**config.mk**
```make
export PLATFORM = sky130hd
export DESIGN_NAME = mcu_dispatch_flat
export DESIGN_NICKNAME = d
export VERILOG_FILES = /design/src/rtl/mcu_pkg.sv /design/src/rtl/mcu_dispatch_if.sv /design/src/rtl/mcu_dispatch.sv /design/src/flat_wrapper.sv
export SDC_FILE = /design/constraint.sdc
export NUM_CORES = 1
export LEC_CHECK = 0
export ABC_CLOCK_PERIOD_IN_PS = 4150
export BUFFER_PORTS_ARGS = -buffer_cell sky130_fd_sc_hd__buf_4
export CORE_ASPECT_RATIO = 2
export CORE_MARGIN = 5
export CORE_UTILIZATION = 57
export DETAILED_ROUTE_END_ITERATION = 8
export GPL_TIMING_DRIVEN = 0
export PLACE_DENSITY = 0.92
export SLEW_MARGIN = 20
export SYNTH_ARGS = -nofsm -noshare
export SYNTH_HDL_FRONTEND = slang
export SYNTH_SLANG_ARGS = --single-unit
```
**constraint.sdc**
```tcl
create_clock -name clk -period 4.15 [get_ports clk]
set_clock_uncertainty 0.15 [all_clocks]
set_input_delay 0.2075 -clock clk [delete_from_list [all_inputs] [get_ports clk]]
set_output_delay 0.2075 -clock clk [all_outputs]
set_load 0.01 [all_outputs]
```
**src/rtl/mcu_pkg.sv**
```systemverilog
// Shared definitions for the MCU byte dispatcher: target ids, target count, FSM encoding.
// Pure declarations; no timing or flow-control behaviour.
package mcu_pkg;

  localparam int NUM_TGT = 4;

  localparam logic [2:0] TGT_SYS = 3'd0;
  localparam logic [2:0] TGT_HID = 3'd1;
  localparam logic [2:0] TGT_OSD = 3'd2;
  localparam logic [2:0] TGT_SDC = 3'd3;

  typedef enum logic [1:0] {
    ST_IDLE    = 2'd0,
    ST_HDR     = 2'd1,
    ST_PAYLOAD = 2'd2
  } state_e;

endpackage

```
**src/rtl/mcu_dispatch_if.sv**
```systemverilog
// MCU-side byte bus plus the fan-out bus to the targets, bundled for the dispatcher.
// master = MCU/target environment, slave = dispatcher; strobe-qualified, no backpressure.
interface mcu_dispatch_if;
  import mcu_pkg::*;

  logic                   data_in_strobe;
  logic                   data_in_start;
  logic [7:0]             data_in;
  logic [7:0]             data_out;
  logic [NUM_TGT-1:0]     tgt_strobe;
  logic                   tgt_start;
  logic [7:0]             tgt_data;
  logic [8*NUM_TGT-1:0]   tgt_dout;
  logic [NUM_TGT-1:0]     tgt_irq;
  logic                   int_out_n;
  logic [7:0]             err_cnt;

  modport master (
    output data_in_strobe, data_in_start, data_in, tgt_dout, tgt_irq,
    input  data_out, tgt_strobe, tgt_start, tgt_data, int_out_n, err_cnt
  );

  modport slave (
    input  data_in_strobe, data_in_start, data_in, tgt_dout, tgt_irq,
    output data_out, tgt_strobe, tgt_start, tgt_data, int_out_n, err_cnt
  );

endinterface

```
**src/rtl/mcu_dispatch.sv**
```systemverilog
// Routes MCU byte frames to one of four targets by header id; forward is 1 cycle, reply 3 cycles.
// No backpressure: every strobe is consumed; idle frames abort after TIMEOUT_CYC cycles.
module mcu_dispatch
  import mcu_pkg::*;
#(
  parameter logic [31:0] TIMEOUT_CYC = 32'd2_000_000
) (
  input  logic         clk,
  input  logic         reset,
  mcu_dispatch_if.slave bus
);

  state_e             r_state;
  state_e             w_state_nxt;
  logic [2:0]         r_sel;
  logic               r_sel_ovf;
  logic [31:0]        r_tmo;
  logic [7:0]         r_data_out;
  logic [NUM_TGT-1:0] r_tgt_strobe;
  logic               r_tgt_start;
  logic [7:0]         r_tgt_data;
  logic               r_int_n;
  logic [7:0]         r_err;

  logic               w_start_stb;
  logic               w_data_stb;
  logic               w_sel_vld;
  logic               w_in_frame;
  logic               w_fwd;
  logic               w_fwd_start;
  logic               w_err;
  logic               w_expire;
  logic [7:0]         w_reply;

  assign w_start_stb = bus.data_in_strobe & bus.data_in_start;
  assign w_data_stb  = bus.data_in_strobe & ~bus.data_in_start;
  // Header bytes above 7 are remembered as overflow so they never alias a valid id.
  assign w_sel_vld   = ~r_sel_ovf & (r_sel <= TGT_SDC);
  assign w_in_frame  = (r_state == ST_HDR) | (r_state == ST_PAYLOAD);
  assign w_reply     = bus.tgt_dout[{r_sel[1:0], 3'b000} +: 8];

  always_ff @(posedge clk) begin
    if (reset) begin
      r_state <= ST_IDLE;
    end else begin
      r_state <= w_state_nxt;
    end
  end

  // A strobe always wins over timeout expiry in the same cycle.
  always_comb begin
    w_state_nxt = r_state;
    w_fwd       = 1'b0;
    w_fwd_start = 1'b0;
    w_err       = 1'b0;
    w_expire    = 1'b0;
    if (w_start_stb) begin
      w_state_nxt = ST_HDR;
    end else if (w_data_stb) begin
      case (r_state)
        ST_IDLE: w_err = 1'b1;
        ST_HDR: begin
          w_state_nxt = ST_PAYLOAD;
          w_fwd       = w_sel_vld;
          w_fwd_start = w_sel_vld;
          w_err       = ~w_sel_vld;
        end
        ST_PAYLOAD: w_fwd = w_sel_vld;
        default: w_state_nxt = ST_IDLE;
      endcase
    end else if (w_in_frame && r_tmo <= 32'd1) begin
      w_expire    = 1'b1;
      w_state_nxt = ST_IDLE;
    end
  end

  always_ff @(posedge clk) begin
    if (reset) begin
      r_sel        <= 3'd0;
      r_sel_ovf    <= 1'b0;
      r_tmo        <= 32'd0;
      r_data_out   <= 8'h00;
      r_tgt_strobe <= '0;
      r_tgt_start  <= 1'b0;
      r_tgt_data   <= 8'h00;
      r_int_n      <= 1'b1;
      r_err        <= 8'h00;
    end else begin
      r_tgt_strobe <= w_fwd ? (NUM_TGT'(1) << r_sel[1:0]) : '0;
      if (w_fwd) begin
        r_tgt_start <= w_fwd_start;
        r_tgt_data  <= bus.data_in;
      end
      if (w_start_stb) begin
        r_sel      <= bus.data_in[2:0];
        r_sel_ovf  <= |bus.data_in[7:3];
        r_data_out <= 8'h00;
      end else if (w_in_frame && w_sel_vld) begin
        r_data_out <= w_reply;
      end
      if (bus.data_in_strobe) begin
        r_tmo <= TIMEOUT_CYC;
      end else if (w_expire) begin
        r_tmo <= 32'd0;
      end else if (w_in_frame) begin
        r_tmo <= r_tmo - 32'd1;
      end
      if ((w_err | w_expire) && r_err != 8'hFF) begin
        r_err <= r_err + 8'd1;
      end
      r_int_n <= ~(|bus.tgt_irq);
    end
  end

  assign bus.data_out   = r_data_out;
  assign bus.tgt_strobe = r_tgt_strobe;
  assign bus.tgt_start  = r_tgt_start;
  assign bus.tgt_data   = r_tgt_data;
  assign bus.int_out_n  = r_int_n;
  assign bus.err_cnt    = r_err;

endmodule

```
**src/flat_wrapper.sv**
```systemverilog
// flat-port wrapper written by rule: the top's interface ports become plain ports
module mcu_dispatch_flat import mcu_pkg::*;
#(
  parameter logic [31:0] TIMEOUT_CYC = 32'd2_000_000
)
  (clk, reset, bus_data_in_strobe, bus_data_in_start, bus_data_in, bus_tgt_dout, bus_tgt_irq, bus_data_out, bus_tgt_strobe, bus_tgt_start, bus_tgt_data, bus_int_out_n, bus_err_cnt);
  mcu_dispatch_if bus_i ();
  input  logic clk;
  input  logic reset;
  input wire logic [$bits(bus_i.data_in_strobe)-1:0] bus_data_in_strobe;
  input wire logic [$bits(bus_i.data_in_start)-1:0] bus_data_in_start;
  input wire logic [$bits(bus_i.data_in)-1:0] bus_data_in;
  input wire logic [$bits(bus_i.tgt_dout)-1:0] bus_tgt_dout;
  input wire logic [$bits(bus_i.tgt_irq)-1:0] bus_tgt_irq;
  output wire logic [$bits(bus_i.data_out)-1:0] bus_data_out;
  output wire logic [$bits(bus_i.tgt_strobe)-1:0] bus_tgt_strobe;
  output wire logic [$bits(bus_i.tgt_start)-1:0] bus_tgt_start;
  output wire logic [$bits(bus_i.tgt_data)-1:0] bus_tgt_data;
  output wire logic [$bits(bus_i.int_out_n)-1:0] bus_int_out_n;
  output wire logic [$bits(bus_i.err_cnt)-1:0] bus_err_cnt;
  assign bus_i.data_in_strobe = bus_data_in_strobe;
  assign bus_i.data_in_start = bus_data_in_start;
  assign bus_i.data_in = bus_data_in;
  assign bus_i.tgt_dout = bus_tgt_dout;
  assign bus_i.tgt_irq = bus_tgt_irq;
  assign bus_data_out = bus_i.data_out;
  assign bus_tgt_strobe = bus_i.tgt_strobe;
  assign bus_tgt_start = bus_i.tgt_start;
  assign bus_tgt_data = bus_i.tgt_data;
  assign bus_int_out_n = bus_i.int_out_n;
  assign bus_err_cnt = bus_i.err_cnt;
  mcu_dispatch #(.TIMEOUT_CYC(TIMEOUT_CYC)) u_core (.clk(clk), .reset(reset), .bus(bus_i));
endmodule
```
== Yosys cells after proc, flatten, opt, wreduce, memory -nomap -nowiden ==
Cells that the tools add are included.
Word-level totals
  flip-flop bits (word level): 68
  input port bits: 48
Cells by class
  add/subtract/negate cells: 2
  magnitude comparators: 2
  equality and inequality tests: 5
  shifts and indexed selects: 2
  muxes and demuxes: 19
  bitwise logic cells: 10
  reductions and logical operators: 16
Operator list (count)
  21-bit two-way mux: 3
  32-bit by 1-bit less-or-equal comparator with 1-bit output, second input constant: 1
  32-bit by 6-bit variable part select with 8-bit output: 1
  32-bit by 1-bit subtractor with 32-bit output, second input constant: 1
  1-bit two-way mux: 12
  8-bit by 1-bit adder with 8-bit output, second input constant: 1
  8-bit inequality test, second input constant: 1
  2-bit OR reduction: 4
  3-bit nonzero test: 2
  1-bit inverter: 5
  5-bit OR reduction: 1
  2-bit two-way mux: 2
  2-bit one-hot mux with 2 select lines: 1
  2-bit AND reduction: 2
  4-bit OR reduction: 1
  1-bit by 2-bit left shift with 4-bit output, first input constant: 1
  1-bit AND: 3
  3-bit by 2-bit less-or-equal comparator with 1-bit output, second input constant: 1
  1-bit logical AND: 3
  3-bit by 2-bit inequality test with 1-bit output, second input constant: 1
  3-bit OR reduction: 1
  2-bit by 1-bit == test with 1-bit output, second input constant: 1
  2-bit == test, second input constant: 1
  2-bit zero test: 1
  4 further kinds: 5

== Longest topological paths before layout ==
Gate-level depths: netlist (run 1).
  depth in word-level cells: 8
  depth in mapped cells: 9
  depth with buffers taken out: 7

== Worst setup path after synthesis (run 1) ==
Ideal clock, no wire load.
  path kind: register to register
  start point: register u_core.r_state[0]
  end point: register u_core.r_tmo[9]
  setup time: 117 ps
  arrival: 1952 ps
  data required time: 3883 ps
  path slack: 1931 ps
  stages on the path, launching flop included: 9
  clock period less this slack: 2219 ps
  path through: dfxtp_1 -> inv_1 -> ha_1 -> buf_2 -> or3b_2 -> or3_1 -> nor3_1 -> xnor2_1 -> nor2_1
Between the ends
  word-level cells in the longest chain between the ends: 7
  elaborated cells on any way between the ends: 8
  classes of those cells: eq/ne (2); mux (3); bitwise (1); reduce/logical (2)
Ends and longest elaborated chain
  start, declared: RTL line mcu_dispatch.sv:13  | state_e r_state;
  start signal, assigned: RTL line mcu_dispatch.sv:46  | r_state <= w_state_nxt;
  2-bit by 1-bit == test with 1-bit output or 2-bit == test (tied branches): RTL line mcu_dispatch.sv:39  | assign w_in_frame = (r_state == ST_HDR) | (r_state == ST_PAYLOAD);
  1-bit bitwise OR *: RTL line mcu_dispatch.sv:39
  net u_core.w_in_frame: RTL line mcu_dispatch.sv:28  | logic w_in_frame;
  1-bit logical AND: RTL line mcu_dispatch.sv:71  | end else if (w_in_frame && r_tmo <= 32'd1) begin
  1-bit two-way mux: RTL line mcu_dispatch.sv:71
  1-bit two-way mux: RTL line mcu_dispatch.sv:59  | end else if (w_data_stb) begin
  1-bit two-way mux: RTL line mcu_dispatch.sv:57  | if (w_start_stb) begin
  3-bit OR reduction (no source line)
  end signal, assigned: RTL line mcu_dispatch.sv:106  | r_tmo <= r_tmo - 32'd1;
  end, declared: RTL line mcu_dispatch.sv:17  | logic [31:0] r_tmo;
The timed path passes the listed nets; every way through them passes the cells marked *.
A chain may end at the register's enable or synchronous reset.

== Final worst setup path (run 1) ==
  start point: register u_core.r_state[0]
  end point: register u_core.r_tgt_data[4] (netlist: u_core.bus.tgt_data[4])
Between the ends
  word-level cells in the longest chain between the ends: 5
  elaborated cells on any way between the ends: 6
  classes of those cells: eq/ne (2); mux (3); reduce/logical (1)
Ends and longest elaborated chain
  2-bit == test or 2-bit by 1-bit == test with 1-bit output (tied branches): RTL line mcu_dispatch.sv:60  | case (r_state)
  2-bit OR reduction (no source line) *
  1-bit two-way mux *: RTL line mcu_dispatch.sv:60
  1-bit two-way mux *: RTL line mcu_dispatch.sv:59
  1-bit two-way mux *: RTL line mcu_dispatch.sv:57
  end signal, assigned: RTL line mcu_dispatch.sv:92  | r_tgt_data <= bus.data_in;
  end, declared: RTL line mcu_dispatch.sv:21  | logic [7:0] r_tgt_data;
Mark *: on every way between the ends. The rest lies on a longest branch, timed or not.

==> flow_summary.ini, run 1 <==
[status]
outcome = finished clean

[synth]
synth-simple-area-share = 0.308
syn_area_um2 = 3270
synth_edf_count = 0
ys_seq_area_frac = 0.417
synth_area_leaders = dfxtp_1 42%, mux4_2 5.5%, nor2_1 4.8%
synth_top_family_by_area = simple AND/OR/NAND/NOR gates
syn_inst = 372
synth.distinct_cells = 48
synth_compound_area_frac = 0.0938
muxShareOfSynthArea = 0.0647
netlist_top_cells_count = 68 x dfxtp_1, 42 x nor2_1, 38 x nand2_1, 31 x a21oi_1, 28 x nand3_1
synth-xor-area-share = 0.0643
synthFlopType = dfxtp_1
async_flop_share = 0
ys_ff_latch = 68
synth_most_common_cell = dfxtp_1
yosys_warnings = 0
syn-mean-instance-area_um2 = 8.78
synth_area_leader_cell = dfxtp_1
synth_top_cell_area_share = 0.417
synth_fa_ha_area_frac = 0.0230
synth_nets = 426

[die]
core_um2 = 5660
rows = 39
die_w_um = 63.5
start_util = 0.577
num_io_pins = 78
die_y_um = 117
dieArea_um2 = 7440

[finish]
finalInstanceArea_um2 = 4280
utilization = 0.757
fin_cells = 532
area_growth_pct = 31.1
fin_nets = 520
diodes = 0
drive_above_1_share = 0.236

[worst_hold_path]
min_path_type = input port to flip-flop

[timing]
rsz0062_at_grt = false
tightest_slew_ns = 0.679
fin_crit_ns = 2.71
tns_ns = 0
fmax_mhz = 369
drv_slew = 0
fin_ws_ns = 1.44
setup_violations = 0
finalHoldViolCount = 0
slew_headroom = 0.543
final.period_utilization = 0.652
finalHoldWorstSlack_ns = 0.00204

[clocking]
clkTransAtPathRegs_ns = 0.05
cts_buffer_depth = 2
cts.sinks = 68
insertion_delay_ns = 0.34
cts_buffers = 9
h-tree-depth = 3
post_cts_buffers = 0
cts_tree = built
cts_root_buffer = clkbuf_16

[global_routing]
grt_pass1_wl_um = 15100
grt_util_all_layers = 0.260
grt_pass1_vias = 3305
antenna_found_initial = 0
grt.overflow.total = 0
grt_max_degree = 11

[worst_setup_path]
critPathLaunchType = flip-flop
worst_path_most_repeated_cell = nand2_1
critical_path.top_delay_family = simple AND/OR/NAND/NOR gates
slowest_stage = nor3_2
crit_chain = inv_1 > ha_1 > buf_2 > clkinv_1 > nor3_2 > nand2_1 > clkbuf_1 > nand2_1 > a21oi_1
worstPathMaxFanout = 10
crit_type = flip-flop to flip-flop
setup.worst_path.end_class = flip-flop
slowest_delay_ns = 0.57
worstPathRequired_ns = 4.20
path_buf_inv = 4
r2r_slack_ns = 1.44
worstPathArrival_ns = 2.76

[drt]
routedWlPerCell_um = 17.7
viasPerCell = 6.15
postRouteAntennaNets = 0
routed_wl_um = 9430
dr.first_iter.drc_count = 134
via_count = 3273
drt_first_pass_iters = 5
drcViolationCount = 0

[power_and_ir_drop]
ir_drop_mv = 0.449
p_total_mw = 1.67
p_leak_nw = 1.63
power_density_nw_per_um2 = 390

[job]
cap_violations = 0

[placement]
place_congestion = 0.923
io_buffer_count = 77
place_inst = 510
place_area_um2 = 3920
place_hpwl_um = 7100
pre_cts_slack_ns = 1.53
[sequential cells by signal, indices dropped and copies added (netlist names)]
signal and flops:
u_core.r_sel 3, u_core.bus.int_out_n 1, u_core.bus.err_cnt 8, u_core.bus.data_out 8, u_core.r_tmo 32, u_core.r_state 2, u_core.bus.tgt_start 1, u_core.bus.tgt_data 8
u_core.r_sel_ovf 1, u_core.bus.tgt_strobe 4
[per-layer routing]
layer / wire (um) / up-vias / global-route usage
met1: 3050 / 1535 / 0.218
li1: - / 1537 / -
met2: 5290 / 162 / 0.495
met3: 606 / 39 / 0.0850
met4: 483 / 0 / 0.184
met5: 0 / - / 0
[what timing repair did]
item	CTS	global route
hold buffers	6	0
endpoints found under the hold margin	5	0
gates resized for setup	0	0
[worst min-delay path, delay by kind of cell]
family / cells / cell delay [ns]
AND/OR/NAND/NOR: 1 / 0.06
buffers and inverters: 1 / 0.11
AO/OA/AOI/OAI: 1 / 0.06
[power breakdown]
| part | switching [mW] | internal (mW) | total (mW) |
|---|---|---|---|
| logic | 0.118 | 0.103 | 0.221 |
| clock network | 0.264 | 0.486 | 0.750 |
| registers | 0.0253 | 0.675 | 0.700 |
[path summary, 6_finish.rpt]
check                                       startpoint                     end  cells after the start
worst max-delay path                 u_core.r_state[0]  u_core.bus.tgt_data[4]                      9
worst max register to register       u_core.r_state[0]  u_core.bus.tgt_data[4]                      9
worst min-delay path                    bus_data_in[4]  u_core.bus.tgt_data[4]                      3
worst min register to register  u_core.bus.tgt_data[2]  u_core.bus.tgt_data[2]                      2
[kinds of logic after synthesis]
kind of cell | count (synthesis)
AOI/OAI and AO/OA | 50
xor gates and xnor gates | 24
adders and majority gates | 6
buffers and inverters | 25
DFF | 68
muxes | 11
and+or+nand+nor | 188
[layout by cell type, fill, tap and decap left out, types with 3 or more instances in the layout]
cell           Yosys  routed
nor3b_1            4       4
nand2_1           38      38
nand4_1            6       6
or4_1              7       7
mux4_2             8       8
and2_1             3       3
o21a_1             4       4
ha_1               6       6
clkbuf_16          0       9
nand3_1           28      28
o31ai_1            5       5
clkbuf_1          12      14
a21oi_1           31      31
nand3b_1           4       4
nor3_1            17      17
or3_1              5       5
dfxtp_1           68      68
buf_4              0      77
dlygate4sd3_1      0       6
xor2_1             7       7
buf_2              3       3
nor2_1            42      42
inv_1              7       7
nor2b_1            3       3
clkbuf_8           0       5
xnor2_1           17      17
o21ai_0            3       3
nor4_1            14      14
[area by class of cell]
class / count / area (um2)
Buffer: 16 / 63.8
Clock buffer: 16 / 302
Fill cell: 405 / 1380
Inverter: 9 / 33.8
Multi-Input combinational cell: 279 / 1810
Sequential cell: 68 / 1360
Tap cell: 61 / 76.3
Timing Repair Buffer: 83 / 638
No activity file was read; power rests on OpenSTA's default activity.
==> run 2, diff against run 1 <==
Settings changed: ABC_AREA from default to 1, ABC_CLOCK_PERIOD_IN_PS 4150 to 2400, CORE_UTILIZATION 57 to 50, PLACE_DENSITY 0.92 to 0.85.
Clock period 4.15 ns to 2.4 ns, I/O delays scaled along.
==> flow_summary.ini, run 2 <==
[drt]
drcViolationCount = 0
postRouteAntennaNets = 0
drt_first_pass_iters = 4
routedWlPerCell_um = 14.8
dr.first_iter.drc_count = 142
routed_wl_um = 10600
via_count = 3810
viasPerCell = 5.33

[power_and_ir_drop]
p_comb_frac = 0.193
p_total_mw = 3.05
power_switching_uw = 895
p_int_mw = 2.16
clkPwrFrac = 0.411
ir_drop_mv = 0.473
p_leak_nw = 2.24
pwr-share-seq = 0.397
power_density_nw_per_um2 = 631
switching_share = 0.293

[synth]
synth_top_cell_area_share = 0.363
syn_area_um2 = 3750
ys_ff_latch = 68
synthFlopType = dfxtp_1
synth_area_leaders = dfxtp_1 36%, nor2_1 9.9%, nand2_1 7.4%
synth_top_family_by_area = simple AND/OR/NAND/NOR gates
synth_fa_ha_area_frac = 0.0200
async_flop_share = 0
syn_inst = 519
synth_edf_count = 0
muxShareOfSynthArea = 0
netlist_top_cells_count = 99 x nor2_1, 74 x nand2_1, 68 x dfxtp_1, 59 x inv_1, 37 x o21ai_0
synth-xor-area-share = 0.0631
yosys_warnings = 0
ys_seq_area_frac = 0.363
synth_nets = 573
synth-simple-area-share = 0.360
synth_most_common_cell = nor2_1
syn-mean-instance-area_um2 = 7.22
synth_area_leader_cell = dfxtp_1
synth_compound_area_frac = 0.115
synth.distinct_cells = 38

[timing]
rsz0062_at_grt = false
fin_crit_ns = 2.25
final.period_utilization = 0.938
setup_violations = 0
tns_ns = 0
slew_headroom = 0.603
finalHoldViolCount = 0
tightest_slew_ns = 0.595
fmax_mhz = 444
drv_slew = 0

[placement]
place_hpwl_um = 8170
place_inst = 688
place_area_um2 = 4440
place_congestion = 0.956
io_buffer_count = 77

[global_routing]
antenna_found_initial = 0
grt_util_all_layers = 0.232
grt_max_degree = 13
grt_pass1_wl_um = 17400
grt_pass1_vias = 3970
grt.overflow.total = 0

[job]
cap_violations = 0

[die]
die_y_um = 132
core_um2 = 7270
dieArea_um2 = 9430
start_util = 0.516
die_w_um = 71.2
rows = 44
num_io_pins = 78

[clocking]
cts_tree = built
cts.sinks = 68
h-tree-depth = 3
cts_buffer_depth = 2
cts_buffers = 9
insertion_delay_ns = 0.34
clkTransAtPathRegs_ns = 0.06
cts_root_buffer = clkbuf_16

[finish]
finalInstanceArea_um2 = 4840
largest_register_ffs = 32
area_growth_pct = 29.1
final_cell_mix = 99 x nor2_1, 79 x buf_4, 74 x nand2_1, 68 x dfxtp_1, 59 x inv_1
drive_above_1_share = 0.234
fin_cells = 715
utilization = 0.666
final_common_cell = nor2_1
regMostFlops = u_core.r_tmo
fin_nets = 672
diodes = 0

[worst_setup_path]
crit_type = flip-flop to flip-flop
setup.worst_path.end_class = flip-flop
worstPathArrival_ns = 2.38
worstPathMaxFanout = 10
worstPathRequired_ns = 2.53
critPathLaunchType = flip-flop

[worst_hold_path]
min_path_type = input port to flip-flop

[status]
outcome = finished clean
run 2: cell types whose count changed after synthesis, moves of 11 or more:
cell,before,now
inv_1,7,59
nand2_1,38,74
nor2_1,42,99
nor4_1,14,0
o21ai_0,3,37
nor2_2,0,11
run 2: worst paths after layout:
check                                       start                     end  slack [ns]  depth (start not counted)
worst max-delay path            u_core.r_state[0]        u_core.r_tmo[29]        0.15                          9
worst min-delay path              bus_tgt_dout[5]  u_core.bus.data_out[5]        0.02                          5
worst max register to register  u_core.r_state[0]        u_core.r_tmo[29]        0.15                          9
worst min register to register    u_core.r_tmo[1]         u_core.r_tmo[1]        0.31                          2
run 2: kinds of logic after synthesis:
kind of cell               after synthesis
and+or+nand+nor                        263
AOI/OAI and AO/OA                       80
buffers and inverters                   75
DFF                                     68
xor gates and xnor gates                27
adders and majority gates                6
run 2: per-stage QoR:
step | hold slack, ns | setup slack (ns)
after CTS | 0.0216 | 0.180
final | 0.0168 | 0.149
after detailed placement | 0.152 | 0.233
after global placement | 0.146 | 0.284
after floorplan | 0.0594 | 0.607
after global routing | 0.0477 | 0.0627
run 2: cell type report:
cell class,count,area [um2]
Fill cell,644,2430
Multi-Input combinational cell,376,2090
Sequential cell,68,1360
Timing Repair Buffer,88,688
Clock buffer,11,253
Inverter,63,240
Tap cell,92,115
Buffer,12,56.3
Clock inverter,5,36.3
run 2: repair_timing:
item	in CTS	in global routing
setup buffers	0	0
hold buffers	11	0
gates resized for setup	0	0
endpoints found under the hold margin	15	0
endpoints found under the setup margin	0	0
run 2: power groups by stage:
stage,combinational [mW],sequential (mW),clock (mW)
6_report,0.589,1.21,1.25
5_1_grt,0.646,1.22,1.31
4_1_cts,0.583,1.21,1.26
3_5_place_dp,0.565,1.23,0
3_3_place_gp,0.546,1.23,0
2_1_floorplan,0.375,1.23,0
run 2: metal layers:
layer  part of all wire  global-route usage
met5                  0                   0
met4              0.079               0.200
met3              0.056              0.0516
met2               0.55               0.432
met1               0.31               0.193
run 2: critical path, stage by stage (launching register included):
cell and delay, ns:
dfxtp_1 0.37, inv_1 0.09, ha_1 0.37, buf_2 0.27, nand3_1 0.27, nor3_2 0.35
nand3_1 0.12, nand2_1 0.07, nand2_1 0.05, nor2_2 0.07
==> run 3, diff against run 2 <==
Settings changed: CORE_UTILIZATION 50 to 35, PLACE_DENSITY 0.85 to 0.65.
==> flow_summary.ini, run 3 (synthesized netlist as in run 2, its figures left out) <==
[placement]
place_congestion = 0.950
io_buffer_count = 77
place_inst = 733
place_hpwl_um = 8290

[power_and_ir_drop]
clkPwrFrac = 0.432
pwr-share-seq = 0.383
power_density_nw_per_um2 = 642
p_leak_nw = 2.26
ir_drop_mv = 0.434
p_comb_frac = 0.184
p_int_mw = 2.27
power_switching_uw = 891
switching_share = 0.282

[finish]
final_common_cell = nor2_1
area_growth_pct = 31.3
regMostFlops = u_core.r_tmo
drive_above_1_share = 0.234
nFillCells = 1106
largest_register_ffs = 32
final_cell_mix = 99 x nor2_1, 79 x buf_4, 74 x nand2_1, 68 x dfxtp_1, 59 x inv_1
diodes = 0
fin_nets = 672
fin_cells = 760

[timing]
fin_crit_ns = 2.20
tns_ns = 0
tightest_slew_ns = 0.579
setup_violations = 0
fmax_mhz = 455
slew_headroom = 0.614
final.period_utilization = 0.917
drv_slew = 0
rsz0062_at_grt = false
finalHoldViolCount = 0

[job]
cap_violations = 0

[status]
outcome = finished clean

[worst_setup_path]
worstPathMaxFanout = 4
r2r_cells = 8
crit_type = flip-flop to flip-flop
r2r_slack_ns = 0.20
r2r-start = u_core.r_state[0]
setup.worst_path.end_class = flip-flop
critPathLaunchType = flip-flop
worstPathArrival_ns = 2.27
worstPathRequired_ns = 2.47
r2r-end = u_core.r_tmo[30]

[global_routing]
grt_util_all_layers = 0.161
grt_pass1_wl_um = 16900
antenna_found_initial = 0
grt_max_degree = 13
grt_pass1_vias = 3766
grt.overflow.total = 0

[clocking]
cts_buffers = 9
cts_root_buffer = clkbuf_16
cts.sinks = 68
cts_tree = built
h-tree-depth = 3
cts_buffer_depth = 2
clkTransAtPathRegs_ns = 0.06
insertion_delay_ns = 0.33

[worst_hold_path]
min_path_type = input port to flip-flop
whs_path_depth = 4
min_to = u_core.bus.tgt_strobe[2]
hp-start = reset

[die]
die_w_um = 83.2
rows = 53
core_um2 = 10500
dieArea_um2 = 13000
die_y_um = 156
num_io_pins = 78
start_util = 0.358

[drt]
viasPerCell = 4.72
routedWlPerCell_um = 13.7
postRouteAntennaNets = 0
via_count = 3588
dr.first_iter.drc_count = 115
routed_wl_um = 10400
drcViolationCount = 0
drt_first_pass_iters = 4
[run 3: cell types whose count changed in the layout (fill, tap and decap cells not counted), sizes merged]
cell	change
clkinvlp	-2
bufinv	+1
clkinv	+1
[run 3: layout make-up]
cell class                      count  area, um2  area share
Buffer                             12       56.3      0.0114
Clock buffer                       11        253      0.0514
Clock inverter                      5       60.1      0.0122
Inverter                           63        240      0.0488
Multi-Input combinational cell    376       2090       0.425
Sequential cell                    68       1360       0.277
Tap cell                          137        171      0.0348
Timing Repair Buffer               88        688       0.140
[run 3: how the worst max path moves through the flow]
stage / start / to / slack (ns) / cells past startpoint
after floorplan: u_core.r_state[0] / u_core.r_tmo[30] / 0.61 / 8
final: u_core.r_state[0] / u_core.r_tmo[30] / 0.20 / 8
after global routing: u_core.r_state[1] / u_core.r_tmo[31] / 0.07 / 8
after CTS: u_core.r_state[1] / u_core.r_tmo[31] / 0.19 / 8
after detailed placement: u_core.r_state[1] / u_core.r_tmo[31] / 0.21 / 8
after global placement: u_core.r_state[0] / u_core.r_tmo[31] / 0.23 / 8
[run 3: metrics by stage]
| step | setup slack [ns] | util | power, mW | hold WS, ns | cell area (um2) |
|---|---|---|---|---|---|
| finish | 0.200 | 0.470 | 3.16 | 0.0714 | 4920 |
| global route | 0.0653 | 0.470 | 3.29 | 0.0993 | 4920 |
| CTS | 0.191 | 0.470 | 3.19 | 0.0692 | 4920 |
| detailed placement | 0.210 | 0.429 | 1.80 | 0.151 | 4500 |
| global placement | 0.234 | 0.429 | 1.79 | 0.144 | 4500 |
| floorplan | 0.607 | - | 1.61 | 0.0594 | 3750 |
[run 3: worst max-delay path, stage by stage (launching register included)]
cell,delay (ns)
dfxtp_1,0.36
inv_1,0.07
ha_1,0.38
nand2_1,0.17
nor3b_4,0.39
nand3_2,0.21
nor2_1,0.16
xor2_1,0.15
nor2_1,0.05
[run 3: power by group through the flow]
stage               Clock [mW]  Sequential [mW]  Combinational (mW)
floorplan                    0             1.23               0.375
global route              1.43             1.21               0.642
detailed placement           0             1.23               0.568
global placement             0             1.23               0.558
finish                    1.36             1.21               0.582
CTS                       1.39             1.21               0.586
[run 3: what timing repair did]
action / 4_1_cts / 5_1_grt
gates resized for setup: 0 / 0
endpoints found under the hold margin: 15 / 0
hold buffers: 11 / 0
setup buffers: 0 / 0
[run 3: metal layers]
layer / vias up / global-route usage / part of all wire
met5: - / 0 / 0
met2: 91 / 0.337 / 0.58
met1: 1612 / 0.133 / 0.34
li1: 1859 / - / -
met3: 26 / 0.0300 / 0.040
met4: 0 / 0.0966 / 0.043
